[src/rtl/mips_multiciclo.sv]
`default_nettype none
// +--------------------------------------------------------------------------+
// | mips_multiciclo : multi-cycle MIPS-subset core, one ALU, one req/ready    |
// |                   unified memory port with wait-state support             |
// | Rev 1.0                                                                   |
// +--------------------------------------------------------------------------+
module mips_multiciclo #(
  parameter int unsigned RESET_PC        = 0,
  parameter int unsigned ADDR_W          = 32,
  parameter bit          HALT_ON_ILLEGAL = 1'b1
) (
  input  logic              clock,
  input  logic              reset,
  output logic              mem_req,
  output logic              mem_we,
  output logic [ADDR_W-1:0] mem_addr,
  output logic [31:0]       mem_wdata,
  input  logic [31:0]       mem_rdata,
  input  logic              mem_ready,
  output logic              halted,
  output logic [ADDR_W-1:0] dbg_pc
);

  typedef enum logic [2:0] {
    S_FETCH  = 3'd0,
    S_DECODE = 3'd1,
    S_EXEC   = 3'd2,
    S_MEM    = 3'd3,
    S_WB     = 3'd4,
    S_HALT   = 3'd5
  } state_t;

  localparam logic [5:0] OP_RTYPE = 6'h00, OP_LW  = 6'h23, OP_SW  = 6'h2B;
  localparam logic [5:0] OP_BEQ   = 6'h04, OP_BNE = 6'h05, OP_ADDI = 6'h08, OP_J = 6'h02;
  localparam logic [5:0] F_ADD = 6'h20, F_SUB = 6'h22, F_AND = 6'h24, F_OR = 6'h25, F_SLT = 6'h2A;

  state_t            state_q, state_d;
  logic [ADDR_W-1:0] pc_q, pc_d;
  logic [31:0]       ir_q, ir_d, a_q, a_d, b_q, b_d;
  logic [31:0]       alu_out_q, alu_out_d, mdr_q, mdr_d;
  logic [31:0]       rf_q [32];

  logic              rf_we;
  logic [4:0]        rf_waddr;
  logic [31:0]       rf_wdata;

  logic [5:0]  op, funct;
  logic [4:0]  rs, rt, rd;
  logic [31:0] imm_sext, pc_ext, jump_tgt, alu_res;
  logic        legal;

  assign op       = ir_q[31:26];
  assign rs       = ir_q[25:21];
  assign rt       = ir_q[20:16];
  assign rd       = ir_q[15:11];
  assign funct    = ir_q[5:0];
  assign imm_sext = {{16{ir_q[15]}}, ir_q[15:0]};
  assign pc_ext   = 32'(pc_q);
  assign jump_tgt = {pc_ext[31:28], ir_q[25:0], 2'b00};

  always_comb begin
    legal = 1'b0;
    case (op)
      OP_RTYPE: legal = (funct == F_ADD) || (funct == F_SUB) || (funct == F_AND) ||
                        (funct == F_OR)  || (funct == F_SLT);
      OP_LW, OP_SW, OP_BEQ, OP_BNE, OP_ADDI, OP_J: legal = 1'b1;
      default:  legal = 1'b0;
    endcase
  end

  always_comb begin
    case (funct)
      F_SUB:   alu_res = a_q - b_q;
      F_AND:   alu_res = a_q & b_q;
      F_OR:    alu_res = a_q | b_q;
      F_SLT:   alu_res = {31'd0, $signed(a_q) < $signed(b_q)};
      default: alu_res = a_q + b_q;
    endcase
  end

  always_comb begin
    state_d   = state_q;
    pc_d      = pc_q;
    ir_d      = ir_q;
    a_d       = a_q;
    b_d       = b_q;
    alu_out_d = alu_out_q;
    mdr_d     = mdr_q;
    rf_we     = 1'b0;
    rf_waddr  = rt;
    rf_wdata  = alu_out_q;
    mem_req   = 1'b0;
    mem_we    = 1'b0;
    mem_addr  = pc_q;
    mem_wdata = b_q;
    case (state_q)
      S_FETCH: begin
        mem_req = 1'b1;
        if (mem_ready) begin
          ir_d    = mem_rdata;
          pc_d    = pc_q + ADDR_W'(4);
          state_d = S_DECODE;
        end
      end
      S_DECODE: begin
        a_d       = rf_q[rs];
        b_d       = rf_q[rt];
        alu_out_d = pc_ext + (imm_sext << 2);
        if (!legal) state_d = HALT_ON_ILLEGAL ? S_HALT : S_FETCH;
        else        state_d = S_EXEC;
      end
      S_EXEC: begin
        state_d = S_FETCH;
        case (op)
          OP_RTYPE: begin alu_out_d = alu_res;        state_d = S_WB;  end
          OP_ADDI:  begin alu_out_d = a_q + imm_sext; state_d = S_WB;  end
          OP_LW, OP_SW: begin alu_out_d = a_q + imm_sext; state_d = S_MEM; end
          OP_BEQ:   if (a_q == b_q) pc_d = alu_out_q[ADDR_W-1:0];
          OP_BNE:   if (a_q != b_q) pc_d = alu_out_q[ADDR_W-1:0];
          OP_J:     pc_d = jump_tgt[ADDR_W-1:0];
          default:  state_d = S_FETCH;
        endcase
      end
      S_MEM: begin
        mem_req  = 1'b1;
        mem_we   = (op == OP_SW);
        mem_addr = alu_out_q[ADDR_W-1:0];
        if (mem_ready) begin
          if (op == OP_SW) state_d = S_FETCH;
          else begin
            mdr_d   = mem_rdata;
            state_d = S_WB;
          end
        end
      end
      S_WB: begin
        rf_we   = 1'b1;
        state_d = S_FETCH;
        if (op == OP_RTYPE)  rf_waddr = rd;
        else if (op == OP_LW) rf_wdata = mdr_q;
      end
      S_HALT:  state_d = S_HALT;
      default: state_d = S_FETCH;
    endcase
    // A request in flight when reset hits is abandoned without side effects.
    if (reset) begin
      mem_req = 1'b0;
      mem_we  = 1'b0;
    end
  end

  always_ff @(posedge clock) begin
    if (reset) begin
      state_q   <= S_FETCH;
      pc_q      <= ADDR_W'(RESET_PC);
      ir_q      <= '0;
      a_q       <= '0;
      b_q       <= '0;
      alu_out_q <= '0;
      mdr_q     <= '0;
      for (int i = 0; i < 32; i++) rf_q[i] <= '0;
    end else begin
      state_q   <= state_d;
      pc_q      <= pc_d;
      ir_q      <= ir_d;
      a_q       <= a_d;
      b_q       <= b_d;
      alu_out_q <= alu_out_d;
      mdr_q     <= mdr_d;
      if (rf_we && (rf_waddr != 5'd0)) rf_q[rf_waddr] <= rf_wdata;
    end
  end

  assign halted = (state_q == S_HALT);
  assign dbg_pc = pc_q;

endmodule
`default_nettype wire

[config.mk]
export PLATFORM = sky130hd
export DESIGN_NAME = mips_multiciclo
export DESIGN_NICKNAME = d
export VERILOG_FILES = /design/src/rtl/mips_multiciclo.sv
export SDC_FILE = /design/constraint.sdc
export NUM_CORES = 2
export LEC_CHECK = 0
export CAP_MARGIN = 0
export CORE_ASPECT_RATIO = 0.7
export CORE_MARGIN = 2
export CORE_UTILIZATION = 43
export CTS_BUF_LIST = sky130_fd_sc_hd__clkbuf_4
export DETAILED_ROUTE_END_ITERATION = 8
export DONT_BUFFER_PORTS = 1
export PLACE_DENSITY = 0.59
export SYNTH_ARGS = -nofsm -noshare
export SYNTH_HDL_FRONTEND = slang
export SYNTH_SLANG_ARGS = --single-unit
[constraint.sdc]
create_clock -name clock -period 7 [get_ports clock]
set_input_delay 0.7 -clock clock [delete_from_list [all_inputs] [get_ports clock]]
set_output_delay 0.7 -clock clock [all_outputs]
set_load 0.005 [all_outputs]
-- Word level (Yosys, flattened, before mapping)
Memories as Yosys holds them, arrays and structs flattened. A register that Yosys moved wholly into a read port is not among the register bits.
Index checks and enable logic that the tools add are counted.
- flip-flop bits (word level): 131
- bits in latches: 0
- memory bits (writable): 1024
- memory bits (read-only): 0
- output and inout bits: 99
- word-level logic and storage cells: 98
- memories kept: 1
- add/subtract/negate cells: 5
- $mul: 0
- divide/modulo/power cells: 0
- magnitude comparators: 1
- eq/ne operators: 26
- shift operators: 0
- muxes and demuxes: 34
- bitwise operators: 3
- reduce and logical (&&, ||, !) cells: 22
- memories (memory ; depth ; width ; rd ports ; clocked after Yosys merged registers in ; write ports ; RTL line ; text):
    rf_q ; 32 ; 32 ; 2 ; 2 ; 32 ; 41 ; logic [31:0] rf_q [32];
- operator list (kind ; count):
    two-way mux 32 bit ; 8
    case mux 32 bit (2 select lines) ; 3
    case mux 32 bit (4 select lines) ; 1
    adder 32 bit ; 3
    case mux 32 bit (3 select lines) ; 1
    == test 6 bit (second input constant) ; 7
    adder 32 x 3 -> 32 bit (second input constant) ; 1
    bitwise AND 32 bit ; 1
    == test 32 bit ; 1
    less-than comparator 32 bit ; 1
    != test 32 bit ; 1
    bitwise OR 32 bit ; 1
    OR reduction 32 bit ; 1
    subtractor 32 bit ; 1
    two-way mux 5 bit ; 3
    case mux 3 bit (5 select lines) ; 1
    == test 6 x 3 -> 1 bit (second input constant) ; 2
    two-way mux 3 bit ; 4
    two-way mux 1 bit ; 11
    != test 3 bit (second input constant) ; 3
    == test 3 x 2 -> 1 bit (second input constant) ; 2
    == test 3 bit (second input constant) ; 2
    == test 6 x 2 -> 1 bit (second input constant) ; 1
    == test 6 x 4 -> 1 bit (second input constant) ; 1
    other kinds (20) ; 30

-- Depth between registers and ports, before layout
- word-level depth: 10
- mapped depth: 15

-- Worst setup path after synthesis
OpenSTA, ideal clock, no wires.
- kind: register -> register
- from: register ir_q[15]
- to: register alu_out_q[31]
- arrival time: 3.218 ns
- required time: 6.866 ns
- path slack: 3.648 ns
- cell stages (with the launch flop): 11
- path buffers: 0
- cell sequence: dfxtp_1 -> ha_1 -> a211oi_1 -> nor2_1 -> or4_1 -> nor3b_1 -> a2111oi_0 -> nor2_1 -> a2111o_1 -> nand3_1 -> a31oi_1
- longest elaborated chain between the ends: 3
- RTL lines (what ; RTL line ; text):
    start, declared ; 39 ; logic [31:0] ir_q, ir_d, a_q, a_d, b_q, b_d;
    start signal, assigned ; 165 ; ir_q <= ir_d;
    adder 32 bit ; 116, 117 ;
    case mux 32 bit (2 select lines) ; 114 ; case (op)
    case mux 32 bit (2 select lines) (*) ; 96 ; case (state_q)
    end signal, assigned ; 168 ; alu_out_q <= alu_out_d;
    end, declared ; 40 ; logic [31:0] alu_out_q, alu_out_d, mdr_q, mdr_d;
Every way passes the cells marked *; elsewhere a longest branch is shown, timed or not.
A chain may end at the register's enable or synchronous reset.

==> metrics.cfg <==
[outcome]
status = completed

[setup_path]
required_ns = 7.81
arrival_ns = 5.86
worst-setup-path-type = reg -> reg
worstSetupStartpointType = register
crit_path_end_kind = register
critPathMaxFanout = 33

[die]
die_w_um = 481
die_h_um = 338
initial_core_util = 0.433
rows = 122
dieArea_um2 = 163000
core_area_um2 = 158000
ios = 134

[layout]
area_growth_pct = 9.85
final.fill_count = 14100
final_layout_size_suffix_gt1_frac = 0.253
layout_common_cells = nor2_1 (1226), edfxtp_1 (1024), mux4_2 (640), clkbuf_4 (488), nand2_1 (346)
nets = 5748
layout_commonest_cell = nor2_1

[worst_hold_path]
hold_path_class = in -> reg

[synth]
yosysWarnings = 0
synth-seq-area-share = 0.505
synth-edff-count = 1024
synth_cells = 5535
ys.flop_type = edfxtp_1
synthDominantCellAreaShare = 0.448
synth_top_cell_by_area = edfxtp_1
synth.distinct_cells = 95
syn-cell-area_um2 = 68600
ys_ff_latch = 1219
syn_area_per_cell_um2 = 12.4
async_flop_share = 0
synth_area_leaders = edfxtp_1 (45%), mux4_2 (21%), nor2_1 (6.7%)

[clock_network]
clock_latency_ns = 1.29
numCtsBuffers = 329
cts_repair_resize_count = 0
ctsHoldBuffers = 37
clk_pin_slew_ns = 0.08
numClockSinks = 1219
cts_tree = built
cts_setup_buffers = 0
cts.htree.levels = 5
clockRootBuffer = clkbuf_4
clockBufferDepth = 4

[timing]
maxSlewViolCount = 0
slew_headroom = 0.0415
period_share = 0.721
fmax_ghz = 0.198
hold_viol = 0
setup_viol_count_final = 0
rsz0062_at_grt = false
worst_pin_slew_ns = 1.44
finClkSkew_ns = 0.121
setup_slack_ns = 1.95
setup_tns_ns = 0
post-route-min-period_ns = 5.05

[power]
p_int_uw = 13200
p_leak_uw = 0.0249
power.density_nw_per_um2 = 265
ir_drop_v = 0.000175
switchingPower_uw = 6740
p_seq_frac = 0.435
power.share.switching = 0.337
pwr-share-comb = 0.239
p_clk_frac = 0.325

[grt]
grtUsageTotal = 0.315
grt_max_degree = 232
grt_pass1_wl_um = 366000
grt-ovfl-total = 0
grt_pass1_vias = 48400
antenna_found_initial = 24

[detailed_routing]
drt_first_pass_iters = 8
vias_per_cell = 6.59
remaining_drc_errors = 0
wirelength_um = 259000
detail-route-antenna-nets = 0
wl_per_cell_um = 32.9
vias = 51900
drt_iter0_drc = 9598

[flow_run]
cap_violations = 0

[placement]
dpl_worst_slack_ns = 2.19
place_hpwl_um = 169000
port-buffer-count = 0
place_congestion = 0.981

power groups by stage:
| stage | clock network, uW | registers, uW | logic, uW |
|---|---|---|---|
| floorplan | 0 | 8510 | 3070 |
| global placement | 0 | 8810 | 4520 |
| detailed placement | 0 | 8840 | 4540 |
| CTS | 6550 | 8680 | 4610 |
| global route | 6900 | 8720 | 4980 |
| finish | 6500 | 8690 | 4780 |
kinds of logic after synthesis:
group                      share of synthesized area
and+or+nand+nor                                0.116
DFF                                            0.505
AOI/OAI and AO/OA                             0.0787
muxes                                          0.227
buffers and inverters                         0.0359
adders and majority gates                     0.0298
xor gates and xnor gates                     0.00728
other                                      0.0000547
critical path, cell delays in order (launching register included):
cell and delay [ns]:
dfxtp_1 0.35, nor2_1 0.18, nand2_1 0.11, nor3_2 0.32, nand3_2 0.41, nor3b_1 0.33
a31oi_1 0.09, nor2_1 0.87, nand2_2 0.84, nand2b_2 1.06
sequential cells by signal (all words and copies together), names as in the netlist:
name	cells
rf_q	1024
a_q	32
alu_out_q	32
dbg_pc	32
ir_q	32
mdr_q	32
mem_wdata	32
state_q	3
metal layers:
metal  GRT usage  routed length [um]  up-vias
met1       0.458              101000    26200
met5     0.00735                 317        -
met2       0.418              105000     4006
li1            -                   -    21100
met3       0.133               44000      524
met4       0.108                8500       18
final timing paths:
| kind | startpoint | endpoint | slack, ns | cells past startpoint |
|---|---|---|---|---|
| setup / recovery | ir_q[30] | rf_q[26][31] | 1.95 | 9 |
| hold / removal | reset | dbg_pc[23] | 0.07 | 2 |
| setup reg to reg | ir_q[30] | rf_q[26][31] | 1.95 | 9 |
| hold reg to reg | mdr_q[19] | mdr_q[19] | 0.49 | 2 |
synthesized netlist by cell type, drive strengths merged (9+ instances only):
cell	instances
a2111oi	9
a211oi	75
a21o	43
a21oi	264
a221o	10
a221oi	17
a22oi	10
a311oi	41
a31oi	28
and2	13
and3	11
buf	127
clkbuf	374
dfxtp	195
edfxtp	1024
ha	157
inv	112
mux2	33
mux2i	77
mux4	640
nand2	375
nand2b	64
nand3	53
nand4	15
nor2	1230
nor2b	29
nor3	57
nor3b	13
nor4	16
o211ai	30
o21a	10
o21ai	127
o21bai	20
o221ai	22
o22ai	20
o31ai	11
or3	9
xnor2	34
xor2	23
stage by stage:
step	cell area, um^2	total power, uW	instances	hold WS [ns]	utilization
2_1_floorplan	68700	11600	5566	0.436	-
3_3_place_gp	71000	13300	7292	0.471	0.448
3_5_place_dp	71000	13400	7292	0.477	0.448
4_1_cts	75400	19800	7872	0.00450	0.476
5_1_grt	75400	20600	7876	0.0849	0.476
6_report	75400	20000	7879	0.0671	0.476
area by class of cell:
type,count,area (um^2),area share
repair buffers,156,1380,0.0183
clock buffers,488,3660,0.0486
inverters,115,437,0.00579
well taps,2108,2640,0.0350
clock inverters,55,345,0.00458
diodes,7,17.5,0.000232
flip-flops and latches,1219,34700,0.460
multi-input cells,3731,32200,0.427
Note: power is estimated with default switching activity, not from simulation.
